File: src/rtl/drive_steer_ctrl.sv
// Purpose : bidirectional line-following steering FSM; picks front/back IR+IP
//           sensors by travel direction, holds turns, coasts then declares
//           line-lost, and brakes on obstacles and direction reversals.
// Latency : one registered stage; inputs sampled at edge k show on outputs
//           after edge k, with no combinational input-to-output path.
// Backpressure: none; every input is re-evaluated each cycle.
// Ports   : clock, reset (async, active-high); canMove, isMoving_forward;
//           sensorIR_front/back (active-low obstacle);
//           sensIP_front/back[N_SENS] (bit 0 = right-most);
//           sendToH_BridgeINs[4] (registered H-bridge code);
//           driveState[3]; lineLost.
module drive_steer_ctrl #(
  parameter int N_SENS     = 4,
  parameter int HOLD_TICKS = 25000000,
  parameter int LOST_TICKS = 50000000,
  parameter int STOP_TICKS = 25000000
) (
  input  logic              clock,
  input  logic              reset,
  input  logic              canMove,
  input  logic              isMoving_forward,
  input  logic              sensorIR_front,
  input  logic              sensorIR_back,
  input  logic [N_SENS-1:0] sensIP_front,
  input  logic [N_SENS-1:0] sensIP_back,
  output logic [3:0]        sendToH_BridgeINs,
  output logic [2:0]        driveState,
  output logic              lineLost
);

  localparam int HALF  = N_SENS / 2;
  localparam int MAXHL = (HOLD_TICKS > LOST_TICKS) ? HOLD_TICKS : LOST_TICKS;
  localparam int MAXT  = (MAXHL > STOP_TICKS) ? MAXHL : STOP_TICKS;
  // Guard against a zero-width counter when every tick parameter is 1.
  localparam int CW    = (MAXT > 1) ? $clog2(MAXT) : 1;

  localparam logic [3:0] INERTIAL_STOP = 4'b0000;
  localparam logic [3:0] HARD_STOP     = 4'b1111;
  localparam logic [3:0] FORWARD       = 4'b0110;
  localparam logic [3:0] REVERSE       = 4'b1001;
  localparam logic [3:0] TURN_RIGHT    = 4'b0101;
  localparam logic [3:0] TURN_LEFT     = 4'b1010;

  typedef enum logic [2:0] {
    IDLE  = 3'd0,
    DRIVE = 3'd1,
    TURN  = 3'd2,
    COAST = 3'd3,
    BRAKE = 3'd4,
    LOST  = 3'd5
  } stateT;

  stateT          state, stateNext;
  logic [3:0]     outReg, outNext;
  logic [CW-1:0]  cnt, cntNext;
  logic           prevDir;

  logic              activeIr;
  logic [N_SENS-1:0] activeIp;
  int                hiCount, loCount;
  logic              ipLost, ipStraight;
  logic [3:0]        turnCode, straightCode;
  logic              toggle;

  stateT          ruleState;
  logic [3:0]     ruleOut;
  logic [CW-1:0]  ruleCnt;

  // Sensor selection and decode of the active IP vector.
  always_comb begin
    activeIr = isMoving_forward ? sensorIR_front : sensorIR_back;
    activeIp = isMoving_forward ? sensIP_front : sensIP_back;
    hiCount  = 0;
    loCount  = 0;
    for (int i = 0; i < HALF; i++) begin
      loCount = loCount + int'(activeIp[i]);
      hiCount = hiCount + int'(activeIp[i+HALF]);
    end
    ipLost       = (activeIp == '0);
    ipStraight   = (hiCount == loCount);
    straightCode = isMoving_forward ? FORWARD : REVERSE;
    // Left/right swap in reverse because the back sensors face the other way.
    if (loCount > hiCount) turnCode = isMoving_forward ? TURN_RIGHT : TURN_LEFT;
    else                   turnCode = isMoving_forward ? TURN_LEFT : TURN_RIGHT;
    toggle = (isMoving_forward != prevDir);
  end

  // Common "drive rules" outcome, reused by IDLE/DRIVE/TURN/COAST/BRAKE.
  always_comb begin
    ruleState = DRIVE;
    ruleOut   = straightCode;
    ruleCnt   = '0;
    if (ipLost) begin
      ruleState = COAST;
      ruleOut   = INERTIAL_STOP;
      ruleCnt   = CW'(LOST_TICKS - 1);
    end else if (!ipStraight) begin
      ruleState = TURN;
      ruleOut   = turnCode;
      ruleCnt   = CW'(HOLD_TICKS - 1);
    end
  end

  // Next-state and next-output logic.
  always_comb begin
    stateNext = state;
    outNext   = outReg;
    cntNext   = cnt;
    if (!canMove) begin
      stateNext = IDLE;
      outNext   = INERTIAL_STOP;
      cntNext   = '0;
    end else if ((state != IDLE) && !activeIr) begin
      // Reloaded every IR-low cycle so the stop time runs from the last one.
      stateNext = BRAKE;
      outNext   = HARD_STOP;
      cntNext   = CW'(STOP_TICKS - 1);
    end else if (toggle && ((state == DRIVE) || (state == TURN) || (state == COAST))) begin
      stateNext = BRAKE;
      outNext   = HARD_STOP;
      cntNext   = CW'(STOP_TICKS - 1);
    end else begin
      case (state)
        IDLE, DRIVE: begin
          stateNext = ruleState;
          outNext   = ruleOut;
          cntNext   = ruleCnt;
        end
        TURN: begin
          // Latched turn code stays in outReg; IP is ignored until expiry.
          if (cnt == '0) begin
            stateNext = ruleState;
            outNext   = ruleOut;
            cntNext   = ruleCnt;
          end else begin
            cntNext = cnt - CW'(1);
          end
        end
        COAST: begin
          outNext = INERTIAL_STOP;
          if (!ipLost) begin
            stateNext = ruleState;
            outNext   = ruleOut;
            cntNext   = ruleCnt;
          end else if (cnt == '0) begin
            stateNext = LOST;
          end else begin
            cntNext = cnt - CW'(1);
          end
        end
        LOST: begin
          outNext = INERTIAL_STOP;
        end
        BRAKE: begin
          outNext = HARD_STOP;
          if (cnt == '0) begin
            stateNext = ruleState;
            outNext   = ruleOut;
            cntNext   = ruleCnt;
          end else begin
            cntNext = cnt - CW'(1);
          end
        end
        default: begin
          stateNext = IDLE;
          outNext   = INERTIAL_STOP;
          cntNext   = '0;
        end
      endcase
    end
  end

  always_ff @(posedge clock or posedge reset) begin
    if (reset) begin
      state   <= IDLE;
      outReg  <= INERTIAL_STOP;
      cnt     <= '0;
      prevDir <= 1'b1;
    end else begin
      state   <= stateNext;
      outReg  <= outNext;
      cnt     <= cntNext;
      prevDir <= isMoving_forward;
    end
  end

  assign sendToH_BridgeINs = outReg;
  assign driveState        = state;
  assign lineLost          = (state == LOST);

endmodule

File: config.mk
export PLATFORM = sky130hd
export DESIGN_NAME = drive_steer_ctrl
export DESIGN_NICKNAME = d
export VERILOG_FILES = /design/src/rtl/drive_steer_ctrl.sv
export SDC_FILE = /design/constraint.sdc
export NUM_CORES = 1
export LEC_CHECK = 0
export BUFFER_PORTS_ARGS = -buffer_cell sky130_fd_sc_hd__buf_2
export CORE_MARGIN = 8
export CORE_UTILIZATION = 25
export DETAILED_ROUTE_END_ITERATION = 10
export HOLD_SLACK_MARGIN = 0.03
export PLACE_DENSITY = 0.42
export SLEW_MARGIN = 20
export SYNTH_ARGS = -nofsm -noshare
export SYNTH_HDL_FRONTEND = slang
export SYNTH_SLANG_ARGS = --single-unit
File: constraint.sdc
create_clock -name clock -period 2.7 [get_ports clock]
set_input_delay 0.27 -clock clock [delete_from_list [all_inputs] [get_ports clock]]
set_output_delay 0.27 -clock clock [all_outputs]
set_load 0.005 [all_outputs]
==> results of run 1 <==
flip-flops by register name, summed over array words and instances (netlist names):
name	count
cnt	26
sendToH_BridgeINs	4
driveState	3
prevDir	1
metrics by stage:
step	cell area (um^2)	util, %
detailed placement	3500	30.8
finish	3680	32.4
CTS	3660	32.2
global route	3680	32.4
global placement	3500	30.8
floorplan	2930	-
power groups by stage:
stage / Clock (mW) / Sequential [mW] / Combinational (mW)
after global routing: 0.624 / 0.890 / 2.51
after floorplan: 0 / 0.835 / 1.39
after detailed placement: 0 / 0.866 / 2.23
after global placement: 0 / 0.871 / 2.22
after CTS: 0.610 / 0.859 / 2.24
final: 0.589 / 0.860 / 2.27
synthesized netlist by cell type, drive strengths merged (2+ instances only):
cell type  number  area, um^2
dfrtp          33         826
o21ai          31         155
nand2          30         113
a21oi          26         130
nor2           20        75.1
inv            15        56.3
nor3           15        75.1
nand3          13        65.1
buf            11        77.6
clkbuf         10        37.5
a21o            8        60.1
a31oi           8        50.1
ha              8         100
o21a            7        52.6
o31ai           7        52.6
xnor2           7        61.3
mux2i           6        60.1
nand4           6        37.5
or3             6        47.5
xor2            6        52.6
a211o           5        46.3
nand2b          5        31.3
nor4            5        37.5
o2bb2ai         5        43.8
or4             5        41.3
a22o            4        35.0
o41ai           4        35.0
a211oi          3        47.6
a22oi           3        22.5
nor2b           3        18.8
o2111ai         3        26.3
o221ai          3        26.3
o22ai           3        18.8
a21boi          2        15.0
and3            2        12.5
nor3b           2        15.0
nor4b           2        17.5
o211ai          2        15.0
o21bai          2        15.0
or2             2        12.5
path summary, 6_finish.rpt:
| path | to | cells after the start |
|---|---|---|
| setup reg to reg | cnt[19]$_DFFE_PP0P_ | 6 |
| hold / removal | sendToH_BridgeINs[1]$_DFFE_PP0P_ | 3 |
| min in group clock | prevDir$_DFF_PP1_ | 2 |
| max in group asynchronous | prevDir$_DFF_PP1_ | 3 |
| setup / recovery | cnt[19]$_DFFE_PP0P_ | 6 |
| hold reg to reg | cnt[13]$_DFFE_PP0P_ | 2 |
logic make-up (layout without fill, tap and decap cells):
logic type	count (synthesis)	after routing	share of synthesized area (%)
AOI/OAI and AO/OA	136	136	32.6
and+or+nand+nor	121	121	22.2
buffers and inverters	36	95	5.92
DFF	34	34	29.4
xor gates and xnor gates	13	13	3.93
adders and majority gates	8	8	3.46
muxes	7	7	2.46
worst register-to-register path, delay by kind of cell, from the launching register on:
kind               cells  cell delay (ns)
AOI/OAI and AO/OA      2             0.58
and+or+nand+nor        4             1.49
DFF                    1             0.37
what timing repair did:
item                                    CTS  global route
gates cloned                              0             0
endpoints found under the setup margin    3             3
pin swaps                                 0             1
gates resized for setup                   2             3
area by class of cell:
cell class,count,share of cell area (%)
Inverter,15,1.53
Timing Repair Buffer,72,13.9
Clock buffer,7,3.87
Tap cell,143,4.86
Clock inverter,1,0.136
Multi-Input combinational cell,285,52.5
Sequential cell,34,23.1
layer usage:
layer	vias to the layer above	track usage, %
met5	-	0
met4	0	4.89
met3	15	1.68
met2	85	22.1
met1	1506	19.5
li1	1455	-
==> results.yml, run 1 <==
status:
  status: "completed"
setup_path:
  critPathSlowestCell: "or4_4"
  worst_ep_arrival_time_ns: 2.73
  cpPeakStageDelay_ns: 0.49
  worst_path_most_repeated_cell: "or3_4"
  cpLargestDelayFamily: "simple AND/OR/NAND/NOR gates"
  startpoint: "cnt[20]$_DFFE_PP0P_"
  cp.required_ns: 2.85
  crit_path_max_fanout: 17
  cp-end-kind: "flip-flop"
  ff2ff_setup_slack_ns: 0.12
  crit_chain: "or3_4 > or4_4 > or3_4 > a211o_4 > nand2_1 > o21ai_0"
  r2r-start: "cnt[20]$_DFFE_PP0P_"
  path_class: "flip-flop to flip-flop"
  start_kind: "flip-flop"
  path_buf_inv: 0
flow_run:
  max_cap_viol_count: 0
finish:
  layout_commonest_cell: "buf_4"
  antennaDiodeCount: 0
  finalNetCount: 435
  layout-drive-gt1-share_pct: 24.2
  ff_latch_area_um2: 852
  multiInputGateArea_um2: 1930
  areaGrowthSynthToFinish_pct: 27.1
  mostFrequentLayoutCells: "buf_4, dfrtp_1, nand2_1, o21ai_0, a21oi_1"
  final_cells: 557
  n_fill_cell: 1221
clock_network:
  clk_pin_slew_ns: 0.06
  hold_buffers: 0
  cts_buffer_depth: 2
  root_buffer: "clkbuf_16"
  h-tree-depth: 2
  cts_sinks: 34
  cts_tree: "yes"
  clk_latency_ns: 0.28
  cts_setup_buffers: 0
  cts_buffers: 5
sta:
  fin_ws_ns: 0.121
  worst_clock_skew_ns: 0.00518
  max_clock_freq_ghz: 0.388
  finalHoldViolCount: 0
  tns_ns: 0
  tightest_slew_ns: 0.532
  min_period_over_period_pct: 95.5
  min_period_ns: 2.58
  hold_ws_ns: 0.0903
  setup_viol: 0
  slew_headroom_pct: 64.6
  rsz0062_at_grt: "no"
  slew_violations: 0
drt:
  drc: 0
  via_count: 3061
  ant_nets: 0
  met3_length_um: 384
  vias_per_cell: 5.50
  wirelength_um: 10200
  drt-pass1-iter-count: 5
  wl_per_cell_um: 18.4
  drt-initial-drc-count: 231
  wirelength_met1_um: 4950
  wl_met2_um: 4670
  top_layer: "met4"
floorplanning:
  io_pins: 22
  die_w_um: 124
  num_rows: 39
  core_um2: 11400
  initial_core_util_pct: 25.5
  die_height_um: 124
  dieArea_um2: 15300
pwr:
  peakVddDrop_uv: 355
  internal-power_mw: 2.03
  clockPowerShare_pct: 15.8
  p_leak_nw: 1.59
  powerDensity_nw_per_um2: 1010
  finalPower_mw: 3.71
  p_seq_share_pct: 23.2
  switching_share_pct: 45.3
  combPwrFrac_pct: 61.0
  netSwitchingPower_mw: 1.68
synth:
  synth-main-ff-cell: "dfrtp_1"
  synthesis.nets: 377
  ys_seq_area_share_pct: 29.4
  synthCells: 355
  synth_edf_count: 0
  synth-seq-cells: 34
  netlist_area_um2: 2900
  async_flop_share_pct: 100
  synth-warning-count: 0
  synth_cell_types: 65
  synth.avg_cell_area_um2: 8.16
global_routing:
  grt_pass1_wl_um: 16900
  antenna_found_initial: 0
  grt_max_degree: 35
  overflow: 0
  track_usage_pct: 14.1
  grt_pass1_vias: 3068
placement:
  hpwl_um: 7640
  dpl_worst_slack_ns: 0.0112
  place_inst: 549
  io_buffer_count: 21
  place_congestion: 0.843
min_path:
  holdCritPathClass: "primary input to asynchronous set/reset pin"
Note: power is estimated with default switching activity, not from simulation.
==> inputs of run 2 (changes only) <==
CORE_UTILIZATION = 45   (was 25)
PLACE_DENSITY = 0.66   (was 0.42)
==> run 2 against run 1 <==
Non-clock buffer count decreased by 13. Fmax down 0.41%. Routed wire length decreased by 15%. Global-route usage rose by 5.6 points. Critical path depth grew 3. Total power decreased by 9.2%. Die area decreased by 39%. First-iteration DRC count rose by 72%. Sequential share of layout area rose by 1.8 points. Final area is 7.0% lower. Largest power group unchanged.
==> results.yml, run 2 (synthesized netlist as in run 1, its figures left out) <==
status:
  status: "completed"
drt:
  wl_per_cell_um: 18.2
  vias_per_cell: 6.36
  drt-initial-drc-count: 397
  via_count: 3039
  ant_nets: 0
  drc: 0
  drt-pass1-iter-count: 7
  wirelength_um: 8680
flow_run:
  max_cap_viol_count: 0
finish:
  finalNetCount: 422
  multiInputGateArea_um2: 1920
  layout-drive-gt1-share_pct: 21.7
  mostFrequentLayoutCells: "buf_4, dfrtp_1, nand2_1, o21ai_0, a21oi_1"
  antennaDiodeCount: 0
  n_fill_cell: 595
  top_register: "cnt"
  areaGrowthSynthToFinish_pct: 18.1
  final_cells: 478
  layout_commonest_cell: "buf_4"
  largest_reg_flops: 26
  ff_latch_area_um2: 852
  final_util_pct: 54.5
clock_network:
  root_buffer: "clkbuf_8"
  h-tree-depth: 2
  cts_tree: "yes"
  clk_latency_ns: 0.29
  cts_buffer_depth: 2
  cts_sinks: 34
  cts_buffers: 5
  clk_pin_slew_ns: 0.08
floorplanning:
  die_w_um: 96.2
  io_pins: 22
  core_um2: 6280
  dieArea_um2: 9260
  initial_core_util_pct: 46.1
  die_height_um: 96.2
  num_rows: 29
setup_path:
  r2r-start: "cnt[20]$_DFFE_PP0P_"
  cp.required_ns: 2.88
  crit_path_max_fanout: 11
  path_class: "flip-flop to flip-flop"
  start_kind: "flip-flop"
  worst_ep_arrival_time_ns: 2.77
  cp-end-kind: "flip-flop"
  startpoint: "cnt[20]$_DFFE_PP0P_"
placement:
  place_inst: 467
  place_congestion: 0.947
  hpwl_um: 6410
  io_buffer_count: 21
pwr:
  p_leak_nw: 1.49
  powerDensity_nw_per_um2: 985
  peakVddDrop_uv: 614
global_routing:
  overflow: 0
  grt_max_degree: 35
  antenna_found_initial: 0
  grt_pass1_wl_um: 14300
  track_usage_pct: 19.7
  grt_pass1_vias: 2808
sta:
  finalHoldViolCount: 0
  min_period_over_period_pct: 95.9
  setup_viol: 0
  slew_headroom_pct: 60.4
  max_clock_freq_ghz: 0.386
  worst_clock_skew_ns: 0.00441
  slew_violations: 0
  tightest_slew_ns: 0.594
  min_period_ns: 2.59
min_path:
  holdCritPathClass: "primary input to asynchronous set/reset pin"
run 2: area by class of cell:
cell class	count	share of cell area, %
Clock buffer	6	2.41
Sequential cell	34	24.9
Inverter	15	1.65
Timing Repair Buffer	59	11.8
Multi-Input combinational cell	285	56.1
Tap cell	77	2.82
Clock inverter	2	0.366
run 2: worst max-delay path: stages, from the launching register on:
cell and delay [ns]:
dfrtp_1 0.38, or3_4 0.39, or4_4 0.49, buf_4 0.18
nor3_1 0.17, buf_4 0.20, a21o_1 0.12, a2111oi_0 0.09
buf_4 0.19, a211o_2 0.26
run 2: path summary, 6_finish.rpt:
| path | endpoint | slack, ns | cells past startpoint |
|---|---|---|---|
| hold reg to reg | cnt[13]$_DFFE_PP0P_ | 0.56 | 2 |
| max in group asynchronous | prevDir$_DFF_PP1_ | 2.29 | 3 |
| setup reg to reg | cnt[6]$_DFFE_PP0P_ | 0.11 | 9 |
| hold / removal | cnt[18]$_DFFE_PP0P_ | 0.07 | 3 |
| min in group clock | prevDir$_DFF_PP1_ | 0.31 | 2 |
| setup / recovery | cnt[6]$_DFFE_PP0P_ | 0.11 | 9 |
run 2: routing by layer:
metal	track usage [%]	vias up	part of all wire [%]
met5	0	-	0
met4	5.76	0	1.7
met3	3.28	13	8.4
met2	30.2	137	45
met1	27.5	1458	45
li1	-	1431	-
run 2: power breakdown:
part	total (mW)	leakage, nW	internal [mW]	switching [mW]
Clock	0.405	0.0472	0.205	0.200
Combinational	2.05	1.00	0.895	1.15
Sequential	0.919	0.439	0.684	0.234
run 2: metrics by stage:
stage	hold slack (ns)	setup TNS, ns	worst slack [ns]	cell area [um^2]	power [mW]
3_5_place_dp	0.408	0	0.0781	3290	2.91
6_report	0.0708	0	0.110	3420	3.37
4_1_cts	0.0924	0	0.0576	3380	3.33
2_1_floorplan	0.274	0	0.00888	2930	2.23
3_3_place_gp	0.387	0	0.107	3290	2.90
5_1_grt	0.116	-0.00259	-0.00259	3420	3.64
run 2: timing repair:
action                     4_1_cts  5_1_grt
hold buffers                     0        0
resized for setup                0        3
setup endpoints to repair        0       12
setup buffers                    0        3
==> inputs of run 3 (changes only) <==
RECOVER_POWER = 50   (was not set)
SETUP_SLACK_MARGIN = 0.5   (was not set)
==> run 3 against run 2 <==
Worst setup slack improved by 0.037 ns. Clock power rose by 2%. Total power rose by 9.1%. Fmax rose by 1.5%. Sequential power fell by 1%. Final cell count rose by 4.0%. Non-clock buffer count rose by 17. Global-route usage rose by 2.1 points. Core utilization rose by 5.8 points. Clock skew rose by 0.0051 ns. Largest cell class unchanged.
==> results.yml, run 3 (synthesized netlist as in run 1, its figures left out) <==
global_routing:
  antenna_found_initial: 0
  grt_max_degree: 21
  grt_pass1_wl_um: 15800
  grt_pass1_vias: 3143
  track_usage_pct: 21.8
  overflow: 0
clock_network:
  cts_sinks: 34
  cts_buffer_depth: 2
  cts_buffers: 5
  hold_buffers: 0
  root_buffer: "clkbuf_8"
  clk_latency_ns: 0.30
  clk_pin_slew_ns: 0.08
  h-tree-depth: 2
  cts_tree: "yes"
floorplanning:
  initial_core_util_pct: 46.1
  dieArea_um2: 9260
  die_height_um: 96.2
  io_pins: 22
  die_w_um: 96.2
  num_rows: 29
  core_um2: 6280
finish:
  layout_commonest_cell: "buf_4"
  n_fill_cell: 547
  fin_area_um2: 3790
  layout-drive-gt1-share_pct: 30.7
  largest_reg_flops: 26
  areaGrowthSynthToFinish_pct: 30.8
  mostFrequentLayoutCells: "buf_4, dfrtp_1, nand2_1"
  antennaDiodeCount: 0
  top_register: "cnt"
  finalNetCount: 441
sta:
  min_period_ns: 2.55
  worst_clock_skew_ns: 0.00951
  slew_violations: 0
  min_period_over_period_pct: 94.5
  tns_ns: 0
  setup_viol: 0
  tightest_slew_ns: 1.17
  finalHoldViolCount: 0
  max_clock_freq_ghz: 0.392
  fin_ws_ns: 0.147
  slew_headroom_pct: 22.3
  rsz0062_at_grt: "yes"
setup_path:
  path_buf_inv: 2
  worst_ep_arrival_time_ns: 2.73
  crit_path_max_fanout: 9
  cp-end-kind: "flip-flop"
  critPathSlowestCell: "or4_4"
  cpLargestDelayFamily: "simple AND/OR/NAND/NOR gates"
  cpPeakStageDelay_ns: 0.50
  cp.required_ns: 2.88
  path_class: "flip-flop to flip-flop"
  crit_chain: "or3_4 > or4_4 > buf_6 > o41ai_1 > buf_4 > a21oi_1 > nor3_1 > o21ai_1"
  start_kind: "flip-flop"
placement:
  hpwl_um: 6640
  io_buffer_count: 21
  dpl_worst_slack_ns: 0.0286
  place_congestion: 0.979
  placed_cell_area_um2: 3320
pwr:
  p_leak_nw: 1.64
  clockPowerShare_pct: 11.2
  internal-power_mw: 1.91
  p_seq_share_pct: 24.7
  finalPower_mw: 3.68
  combPwrFrac_pct: 64.0
  netSwitchingPower_mw: 1.77
  powerDensity_nw_per_um2: 972
  peakVddDrop_uv: 607
  switching_share_pct: 48.0
drt:
  drt-pass1-iter-count: 5
  wirelength_um: 9740
  ant_nets: 0
  vias_per_cell: 6.45
  via_count: 3204
  drt-initial-drc-count: 394
  drc: 0
  wl_per_cell_um: 19.6
min_path:
  holdCritPathClass: "primary input to asynchronous set/reset pin"
flow_run:
  max_cap_viol_count: 0
status:
  status: "completed"
run 3: changes by cell type in the layout (fill, tap and decap cells not counted), sizes merged:
cell,before,now
clkbuf,6,9
a211o,5,7
buf,59,73
run 3: final timing paths:
| kind | from | end | slack, ns | cells after the start |
|---|---|---|---|---|
| min in group clock | isMoving_forward | prevDir$_DFF_PP1_ | 0.42 | 2 |
| setup / recovery | cnt[20]$_DFFE_PP0P_ | cnt[11]$_DFFE_PP0P_ | 0.15 | 8 |
| hold / removal | reset | cnt[24]$_DFFE_PP0P_ | 0.02 | 2 |
| max in group asynchronous | reset | cnt[21]$_DFFE_PP0P_ | 1.22 | 3 |
| setup reg to reg | cnt[20]$_DFFE_PP0P_ | cnt[11]$_DFFE_PP0P_ | 0.15 | 8 |
| hold reg to reg | cnt[13]$_DFFE_PP0P_ | cnt[13]$_DFFE_PP0P_ | 0.57 | 2 |
run 3: layout make-up:
type	instances	area [um^2]	area share [%]
multi-input combinational	287	2130	56.3
sequential	34	852	22.5
timing repair buffer	76	557	14.7
tap	77	96.3	2.54
clock buffer	6	82.6	2.18
inverter	15	56.3	1.49
clock inverter	2	12.5	0.330
run 3: metal layers:
layer,global-route usage [%],share of wire [%],wire (um)
met3,5.85,8.3,807
met4,7.55,3.3,325
met1,28.1,43,4230
met5,0,0,0
met2,34.3,45,4380
run 3: repair_timing:
item,CTS,global route
gates cloned,2,1
endpoints found under the setup margin,33,33
resized for setup,27,31
pin swaps,14,9
setup buffers,13,3
hold endpoints to repair,0,0
run 3: per-stage QoR:
step / instances / util [%] / hold slack, ns
after floorplan: 355 / - / 0.274
after global placement: 470 / 52.9 / 0.364
after detailed placement: 470 / 52.9 / 0.364
after CTS: 493 / 57.8 / 0.0486
after global routing: 497 / 60.3 / 0.0754
final: 497 / 60.3 / 0.0189
run 3: worst register-to-register path: stages, from the launching register on:
cell	delay, ns
dfrtp_1	0.38
or3_4	0.38
or4_4	0.50
buf_6	0.16
o41ai_1	0.40
buf_4	0.18
a21oi_1	0.03
nor3_1	0.30
o21ai_1	0.10
run 3: power by group through the flow:
stage               logic, mW  clock network (mW)  registers, mW
floorplan                1.40                   0          0.835
global placement         2.01                   0          0.895
detailed placement       2.03                   0          0.897
CTS                      2.17               0.417          0.889
global route             2.56               0.436          0.934
finish                   2.36               0.414          0.909
